===== config.mk =====
export PLATFORM = sky130hd
export DESIGN_NAME = mc_cu
export DESIGN_NICKNAME = d
export VERILOG_FILES = /design/src/rtl/mc_cu.sv
export SDC_FILE = /design/constraint.sdc
export NUM_CORES = 1
export LEC_CHECK = 0
export BUFFER_PORTS_ARGS = -buffer_cell sky130_fd_sc_hd__buf_2
export CAP_MARGIN = 20
export CELL_PAD_IN_SITES_DETAIL_PLACEMENT = 0
export CELL_PAD_IN_SITES_GLOBAL_PLACEMENT = 2
export CORE_UTILIZATION = 23
export CTS_CLUSTER_SIZE = 28
export DETAILED_ROUTE_END_ITERATION = 16
export GPL_TIMING_DRIVEN = 1
export PLACE_DENSITY = 0.85
export RECOVER_POWER = 50
export SETUP_SLACK_MARGIN = 0.2
export SLEW_MARGIN = 15
export SYNTH_ARGS = -nofsm -noshare
export SYNTH_HDL_FRONTEND = slang
export SYNTH_SLANG_ARGS = --single-unit

===== constraint.sdc =====
create_clock -name clock -period 2.8 [get_ports clock]
set_clock_uncertainty 0.1 [all_clocks]
set_input_delay 0.56 -clock clock [delete_from_list [all_inputs] [get_ports clock]]
set_output_delay 0.56 -clock clock [all_outputs]
set_load 0.01 [all_outputs]

===== src/rtl/mc_cu.sv =====
// Multi-cycle control unit for the RV32I-subset CPU with the custom HAMD instruction.
// Sequences IF/ID/EX/MEM/WB(/EXW) and handshakes with memory and the HAMD unit.
module mc_cu #(
  parameter int unsigned MEM_TIMEOUT = 16,
  parameter int unsigned HAMD_EN     = 1,
  parameter int unsigned HAMD_MC     = 1
) (
  input  logic        clock,
  input  logic        resetn,
  input  logic [31:0] inst,
  input  logic        z,
  input  logic        mem_ready,
  input  logic        alu_done,
  output logic        pcwrite,
  output logic        irwrite,
  output logic        iord,
  output logic        rmem,
  output logic        wmem,
  output logic        wreg,
  output logic        m2reg,
  output logic [3:0]  aluc,
  output logic        aluimm,
  output logic        sext,
  output logic        i_lui,
  output logic        i_sw,
  output logic        shift,
  output logic [1:0]  pcsource,
  output logic        alu_start,
  output logic        trap,
  output logic [2:0]  state
);

  localparam logic [2:0] S_IF   = 3'd0;
  localparam logic [2:0] S_ID   = 3'd1;
  localparam logic [2:0] S_EX   = 3'd2;
  localparam logic [2:0] S_MEM  = 3'd3;
  localparam logic [2:0] S_WB   = 3'd4;
  localparam logic [2:0] S_EXW  = 3'd5;
  localparam logic [2:0] S_TRAP = 3'd7;

  localparam logic [6:0] OP_R      = 7'b0110011;
  localparam logic [6:0] OP_I      = 7'b0010011;
  localparam logic [6:0] OP_LOAD   = 7'b0000011;
  localparam logic [6:0] OP_STORE  = 7'b0100011;
  localparam logic [6:0] OP_BRANCH = 7'b1100011;
  localparam logic [6:0] OP_LUI    = 7'b0110111;
  localparam logic [6:0] OP_JAL    = 7'b1101111;
  localparam logic [6:0] OP_JALR   = 7'b1100111;
  localparam logic [6:0] OP_HAMD   = 7'b0001011;

  localparam logic [3:0] ALU_ADD  = 4'b0000;
  localparam logic [3:0] ALU_SUB  = 4'b1000;
  localparam logic [3:0] ALU_SLL  = 4'b0001;
  localparam logic [3:0] ALU_XOR  = 4'b0100;
  localparam logic [3:0] ALU_SRL  = 4'b0101;
  localparam logic [3:0] ALU_SRA  = 4'b1101;
  localparam logic [3:0] ALU_OR   = 4'b0110;
  localparam logic [3:0] ALU_AND  = 4'b0111;
  localparam logic [3:0] ALU_LUI  = 4'b0010;
  localparam logic [3:0] ALU_HAMD = 4'b1111;

  localparam int unsigned CNT_W = (MEM_TIMEOUT > 1) ? $clog2(MEM_TIMEOUT) : 1;
  localparam logic [CNT_W-1:0] CNT_LAST = CNT_W'((MEM_TIMEOUT == 0) ? 0 : MEM_TIMEOUT - 1);
  localparam logic TO_EN   = (MEM_TIMEOUT != 0);
  localparam logic HAMD_OK = (HAMD_EN != 0);
  localparam logic HAMD_W  = (HAMD_MC != 0);

  logic [2:0]       state_q;
  logic [2:0]       state_next;
  logic [CNT_W-1:0] to_cnt;
  logic             trap_q;
  logic             timeout_hit;

  logic [6:0] opcode;
  logic [2:0] funct3;
  logic [6:0] funct7;
  logic       legal;
  logic       is_lw, is_sw, is_beq, is_bne, is_jal, is_jalr, is_hamd, is_lui;
  logic       dec_imm, dec_sext, dec_shift;
  logic [3:0] dec_aluc;
  logic       unused_inst_bits;

  assign opcode = inst[6:0];
  assign funct3 = inst[14:12];
  assign funct7 = inst[31:25];
  assign unused_inst_bits = ^{inst[24:15], inst[11:7]};

  // Instruction decode; anything not matched leaves legal=0 and traps in ID.
  always_comb begin : decode
    legal     = 1'b0;
    is_lw     = 1'b0;
    is_sw     = 1'b0;
    is_beq    = 1'b0;
    is_bne    = 1'b0;
    is_jal    = 1'b0;
    is_jalr   = 1'b0;
    is_hamd   = 1'b0;
    is_lui    = 1'b0;
    dec_imm   = 1'b0;
    dec_sext  = 1'b0;
    dec_shift = 1'b0;
    dec_aluc  = ALU_ADD;
    case (opcode)
      OP_R: begin
        if (funct7 == 7'b0000000) begin
          case (funct3)
            3'b000: begin legal = 1'b1; dec_aluc = ALU_ADD; end
            3'b001: begin legal = 1'b1; dec_aluc = ALU_SLL; dec_shift = 1'b1; end
            3'b100: begin legal = 1'b1; dec_aluc = ALU_XOR; end
            3'b101: begin legal = 1'b1; dec_aluc = ALU_SRL; dec_shift = 1'b1; end
            3'b110: begin legal = 1'b1; dec_aluc = ALU_OR;  end
            3'b111: begin legal = 1'b1; dec_aluc = ALU_AND; end
            default: ;
          endcase
        end else if (funct7 == 7'b0100000) begin
          case (funct3)
            3'b000: begin legal = 1'b1; dec_aluc = ALU_SUB; end
            3'b101: begin legal = 1'b1; dec_aluc = ALU_SRA; dec_shift = 1'b1; end
            default: ;
          endcase
        end
      end
      OP_I: begin
        dec_imm  = 1'b1;
        dec_sext = 1'b1;
        case (funct3)
          3'b000: begin legal = 1'b1; dec_aluc = ALU_ADD; end
          3'b100: begin legal = 1'b1; dec_aluc = ALU_XOR; end
          3'b110: begin legal = 1'b1; dec_aluc = ALU_OR;  end
          3'b111: begin legal = 1'b1; dec_aluc = ALU_AND; end
          3'b001: begin
            legal = (funct7 == 7'b0000000); dec_aluc = ALU_SLL; dec_shift = 1'b1;
          end
          3'b101: begin
            legal     = (funct7 == 7'b0000000) || (funct7 == 7'b0100000);
            dec_aluc  = funct7[5] ? ALU_SRA : ALU_SRL;
            dec_shift = 1'b1;
          end
          default: ;
        endcase
      end
      OP_LOAD: begin
        legal = (funct3 == 3'b010); is_lw = legal; dec_imm = 1'b1; dec_sext = 1'b1;
      end
      OP_STORE: begin
        legal = (funct3 == 3'b010); is_sw = legal; dec_imm = 1'b1; dec_sext = 1'b1;
      end
      OP_BRANCH: begin
        is_beq   = (funct3 == 3'b000);
        is_bne   = (funct3 == 3'b001);
        legal    = is_beq | is_bne;
        dec_aluc = ALU_SUB;
        dec_sext = 1'b1;
      end
      OP_LUI: begin
        legal = 1'b1; is_lui = 1'b1; dec_imm = 1'b1; dec_aluc = ALU_LUI;
      end
      OP_JAL: begin
        legal = 1'b1; is_jal = 1'b1; dec_sext = 1'b1;
      end
      OP_JALR: begin
        legal = (funct3 == 3'b000); is_jalr = legal; dec_imm = 1'b1; dec_sext = 1'b1;
      end
      OP_HAMD: begin
        if (HAMD_OK && funct3 == 3'b000 && funct7 == 7'b0000000) begin
          legal = 1'b1; is_hamd = 1'b1; dec_aluc = ALU_HAMD;
        end
      end
      default: ;
    endcase
  end

  assign timeout_hit = TO_EN && (to_cnt == CNT_LAST);

  // State register.
  always_ff @(posedge clock) begin
    if (!resetn) state_q <= S_IF;
    else         state_q <= state_next;
  end

  // Next-state logic.
  always_comb begin : next_state_logic
    state_next = state_q;
    case (state_q)
      S_IF: begin
        if (mem_ready)        state_next = S_ID;
        else if (timeout_hit) state_next = S_TRAP;
      end
      S_ID: state_next = legal ? S_EX : S_TRAP;
      S_EX: begin
        if (is_beq || is_bne)       state_next = S_IF;
        else if (is_lw || is_sw)    state_next = S_MEM;
        else if (is_hamd && HAMD_W) state_next = S_EXW;
        else                        state_next = S_WB;
      end
      S_EXW: if (alu_done) state_next = S_WB;
      S_MEM: begin
        if (mem_ready)        state_next = is_lw ? S_WB : S_IF;
        else if (timeout_hit) state_next = S_TRAP;
      end
      S_WB:    state_next = S_IF;
      S_TRAP:  state_next = S_TRAP;
      default: state_next = S_TRAP;
    endcase
  end

  // Memory wait counter: counts stalled IF/MEM cycles, cleared on any state change.
  always_ff @(posedge clock) begin
    if (!resetn)                       to_cnt <= '0;
    else if (state_next != state_q)    to_cnt <= '0;
    else if ((state_q == S_IF || state_q == S_MEM) && !mem_ready)
                                       to_cnt <= to_cnt + CNT_W'(1);
  end

  always_ff @(posedge clock) begin
    if (!resetn)                     trap_q <= 1'b0;
    else if (state_next == S_TRAP)   trap_q <= 1'b1;
  end

  // Output logic; every strobe is forced low while reset is asserted.
  always_comb begin : output_logic
    pcwrite   = 1'b0;
    irwrite   = 1'b0;
    iord      = 1'b0;
    rmem      = 1'b0;
    wmem      = 1'b0;
    wreg      = 1'b0;
    alu_start = 1'b0;
    pcsource  = 2'b00;
    aluc      = (state_q == S_EXW) ? ALU_HAMD : dec_aluc;
    if (resetn) begin
      case (state_q)
        S_IF: begin
          rmem = 1'b1;
          if (mem_ready) begin
            irwrite = 1'b1;
            pcwrite = 1'b1;
          end
        end
        S_EX: begin
          if (is_beq || is_bne) begin
            pcsource = 2'b01;
            pcwrite  = (is_beq & z) | (is_bne & ~z);
          end else if (is_jal) begin
            pcsource = 2'b11;
            pcwrite  = 1'b1;
          end else if (is_jalr) begin
            pcsource = 2'b10;
            pcwrite  = 1'b1;
          end else if (is_hamd && HAMD_W) begin
            alu_start = 1'b1;
          end
        end
        S_MEM: begin
          iord = 1'b1;
          rmem = is_lw;
          wmem = is_sw;
        end
        S_WB: wreg = 1'b1;
        default: ;
      endcase
    end
  end

  assign m2reg  = is_lw;
  assign aluimm = dec_imm;
  assign sext   = dec_sext;
  assign i_lui  = is_lui;
  assign i_sw   = is_sw;
  assign shift  = dec_shift;
  assign trap   = trap_q;
  assign state  = state_q;

endmodule


==> impl_table.tex <==
\begin{tabular}{lr}
\hline
Metric & Value \\
\hline
\multicolumn{2}{l}{\textbf{Outcome}} \\
\quad Status & finished, final reports clean \\
\multicolumn{2}{l}{\textbf{Drt}} \\
\quad Number of remaining DRC errors & 0 \\
\quad Detailed-route wire length per cell & 12.80 µm \\
\quad Via count & 1325 \\
\quad Number of DRC markers in iteration 0 & 76 \\
\quad Remaining antenna violation count & 0 \\
\quad Total detailed-routing wirelength & 3404 µm \\
\quad Total iterations of the first detailed-routing run & 4 \\
\quad Routed via count divided by cell count & 4.981 \\
\multicolumn{2}{l}{\textbf{Clock tree}} \\
\quad Clock transition at the register clock pins on the worst setup and hold paths after CTS & 0.04 ns \\
\quad Number of clock buffers inserted by TritonCTS & 3 \\
\quad Number of levels the H-tree was split into & 1 \\
\quad Clock tree root buffer cell & sky130\_fd\_sc\_hd\_\_clkbuf\_8 \\
\quad Clock sink count & 8 \\
\quad Clock latency on the worst-skew pair & 0.23 ns \\
\quad TritonCTS clock tree & yes \\
\quad Clk buf depth & 2 \\
\multicolumn{2}{l}{\textbf{Timing}} \\
\quad Headroom to the max-slew limit & 63.65\% \\
\quad Final setup vio count & 0 \\
\quad Highest achievable clock rate & 399.1 MHz \\
\quad Max Transition Viols Final & 0 \\
\quad Final-report hold violation count & 0 \\
\quad Minimum setup slack in the final design & 0.2946 ns \\
\quad Time the worst path needs with I/O delays and setup & 2.505 ns \\
\quad Total Neg Setup Slack & 0 ns \\
\quad Slew @ Worst Pin & 0.5368 ns \\
\quad RSZ-0062 raised after global routing & true \\
\quad Final worst path period share & 89.48\% \\
\multicolumn{2}{l}{\textbf{Setup path}} \\
\quad Setup slack, reg-to-reg & 0.50 ns \\
\quad CP endpoint kind & output pin \\
\quad Maximum fanout along the worst path & 6 \\
\quad Worst reg-to-reg path cell count & 7 \\
\quad Crit path kind & in2out \\
\quad Launching point of the worst reg2reg path & state[1] \\
\quad Capture point of the worst reg-to-reg path & to\_cnt[3] \\
\quad Crit path launch type & input port \\
\quad Crit path DAT & 1.85 ns \\
\quad Worst Path Required & 2.14 ns \\
\quad Critical path startpoint & inst[6] \\
\multicolumn{2}{l}{\textbf{Global routing}} \\
\quad Number of antenna violations at the first check in global routing & 0 \\
\quad Remaining Overflow, GRT & 0 \\
\quad Total global routing track utilization & 13.51\% \\
\quad Pin count of the biggest net entering global routing & 15 \\
\quad Wire length of the first global-routing pass & 5699 µm \\
\quad Vias in the first global route & 1222 \\
\multicolumn{2}{l}{\textbf{Yosys}} \\
\quad Cell types with the highest counts after synthesis & sky130\_fd\_sc\_hd\_\_nor2\_1 (20), sky130\_fd\_sc\_hd\_\_nand2\_1 (15), sky130\_fd\_sc\_hd\_\_a21oi\_1 (9) \\
\quad Post-Syn Instances & 159 \\
\quad Library cell with the highest instance count after synthesis & sky130\_fd\_sc\_hd\_\_nor2\_1 \\
\quad Cell type with the highest aggregate area in the netlist & sky130\_fd\_sc\_hd\_\_dfxtp\_1 \\
\quad Number of flip-flops and latches in the synthesized netlist & 8 \\
\quad Area share of the leading cell type in the synthesized netlist & 14.16\% \\
\quad Synth warnings & 0 \\
\quad Fraction of registers with async set/reset & 0\% \\
\quad Average instance area after synthesis & 7.114 µm² \\
\quad Number of enable-type register cells in the synthesized netlist & 0 \\
\quad Main synth FF type & sky130\_fd\_sc\_hd\_\_dfxtp\_1 \\
\quad Count of different cell masters after synthesis & 55 \\
\quad Sequential cell area fraction in the yosys report & 14.16\% \\
\quad Synth top area cells & sky130\_fd\_sc\_hd\_\_dfxtp\_1 (14\%), sky130\_fd\_sc\_hd\_\_nor2\_1 (6.6\%), sky130\_fd\_sc\_hd\_\_nand2\_1 (5.0\%) \\
\quad Combined area of all synthesized cells & 1131 µm² \\
\quad Syn\_nets & 197 \\
\multicolumn{2}{l}{\textbf{Floorplanning}} \\
\quad Number of primary I/O pins & 60 \\
\quad Die Y & 72.13 µm \\
\quad Initial cell density of the core & 23.95\% \\
\quad Die X & 72.13 µm \\
\quad Placement Rows & 25 \\
\quad Area of the core & 4723 µm² \\
\quad Floorplan die area & 5202 µm² \\
\multicolumn{2}{l}{\textbf{Hold path}} \\
\quad Hold Path Depth & 2 \\
\quad End of the worst hold path & trap \\
\quad Hold WC Path Type & reg2reg \\
\quad Hold\_sp & trap \\
\multicolumn{2}{l}{\textbf{Pwr}} \\
\quad Leak pwr & 0.0006198 µW \\
\quad Power after layout & 873.7 µW \\
\quad Worst ir drop on vdd & 0.0002983 V \\
\quad Power per cell area & 600.4 nW/µm² \\
\multicolumn{2}{l}{\textbf{Place}} \\
\quad Placer congestion estimate & 0.8012 \\
\quad Port-buffer cells & 44 \\
\quad Post-detailed-placement half-perimeter wirelength & 2753 µm \\
\quad Dpl cells & 262 \\
\quad DP Worst Slack & 0.2043 ns \\
\multicolumn{2}{l}{\textbf{Layout}} \\
\quad Number of non-filler instances in the completed layout & 266 \\
\quad Relative area change from synthesis to final layout & 28.65\% \\
\quad Antenna diode instance count & 0 \\
\quad NumNets Final & 239 \\
\quad Share of layout cells above drive strength 1 & 28.14\% \\
\multicolumn{2}{l}{\textbf{Job}} \\
\quad Number of max-cap violations & 0 \\
\hline
\end{tabular}
## metal layers
| metal | vias to the layer above | share of wire [%] | track usage (%) |
|---|---|---|---|
| met3 | 2 | 4.9 | 1.667 |
| met4 | 0 | 0.38 | 2.397 |
| met2 | 41 | 48 | 23.26 |
| met1 | 611 | 46 | 18.23 |
| met5 | - | 0 | 0 |
| li1 | 671 | - | - |
## critical path, cell delays in order
cell and delay [ns]:
sky130_fd_sc_hd__buf_2 0.16, sky130_fd_sc_hd__nor2b_1 0.34, sky130_fd_sc_hd__nand4_1 0.20, sky130_fd_sc_hd__a21oi_1 0.23, sky130_fd_sc_hd__nand2_1 0.08, sky130_fd_sc_hd__a21oi_1 0.14
sky130_fd_sc_hd__buf_2 0.14
## what timing repair did
item | in CTS | in global routing
gates cloned | 0 | 0
pin swaps | 1 | 4
setup buffers | 0 | 1
gates resized for setup | 1 | 9
hold buffers | 0 | 0
setup endpoints to repair | 1 | 6
## power by group
group / internal [µW] / switching, µW / total [µW]
Clock: 92.9 / 43.1 / 136
Sequential: 145 / 75.2 / 220
Combinational: 216 / 301 / 518
## placed cells by master, fill, tap and decap left out, drive strengths merged, types with 5 or more instances in the layout
cell type,synthesis,routed
a21oi,9,9
nand2,15,15
nor3,8,8
clkbuf,1,10
o21ai,5,5
inv,8,8
nor2b,5,5
buf,8,39
dfxtp,8,8
nor2,21,21
nand2b,6,6
nor4,7,7
## final cells by class
cell class,instances,area (µm²)
Clock buffer,3,41.29
Fill cell,564,3268
Inverter,8,30.03
Multi-Input combinational cell,134,913.4
Sequential cell,8,160.2
Tap cell,67,83.83
Timing Repair Buffer,46,226.5
## cell families (layout without fill, tap and decap cells)
kind of cell,after synthesis,in the layout,share of synthesized area (%)
AND/OR/NAND/NOR,81,81,41.48
flip-flops,8,8,14.16
XOR/XNOR,5,5,3.872
AO/OA/AOI/OAI,43,43,28.21
multiplexers,4,4,3.540
buffers and inverters,17,57,7.632
adder cells (fa/ha/maj),1,1,1.106
## worst max-delay path by stage
stage               cells after the start        end  slack, ns
floorplan                               6       rmem       0.49
global placement                        8    aluc[3]       0.17
detailed placement                      8    aluc[3]       0.20
CTS                                     8    aluc[3]       0.22
finish                                  7    pcwrite       0.29
global route                            8  to_cnt[3]       0.10
## per-stage QoR
stage	hold WS, ns	util (%)	instance area, µm²
6_report	0.3884	30.81	1455
5_1_grt	0.4247	30.81	1455
4_1_cts	0.3891	30.28	1430
3_5_place_dp	0.3804	29.35	1386
3_3_place_gp	0.3748	29.35	1386
2_1_floorplan	0.3967	-	1131
## flip-flops by register name (all words and copies together) (netlist names)
| name | count |
|---|---|
| state | 3 |
| trap | 1 |
| to_cnt | 4 |
Power figures use the tool's default switching activity.
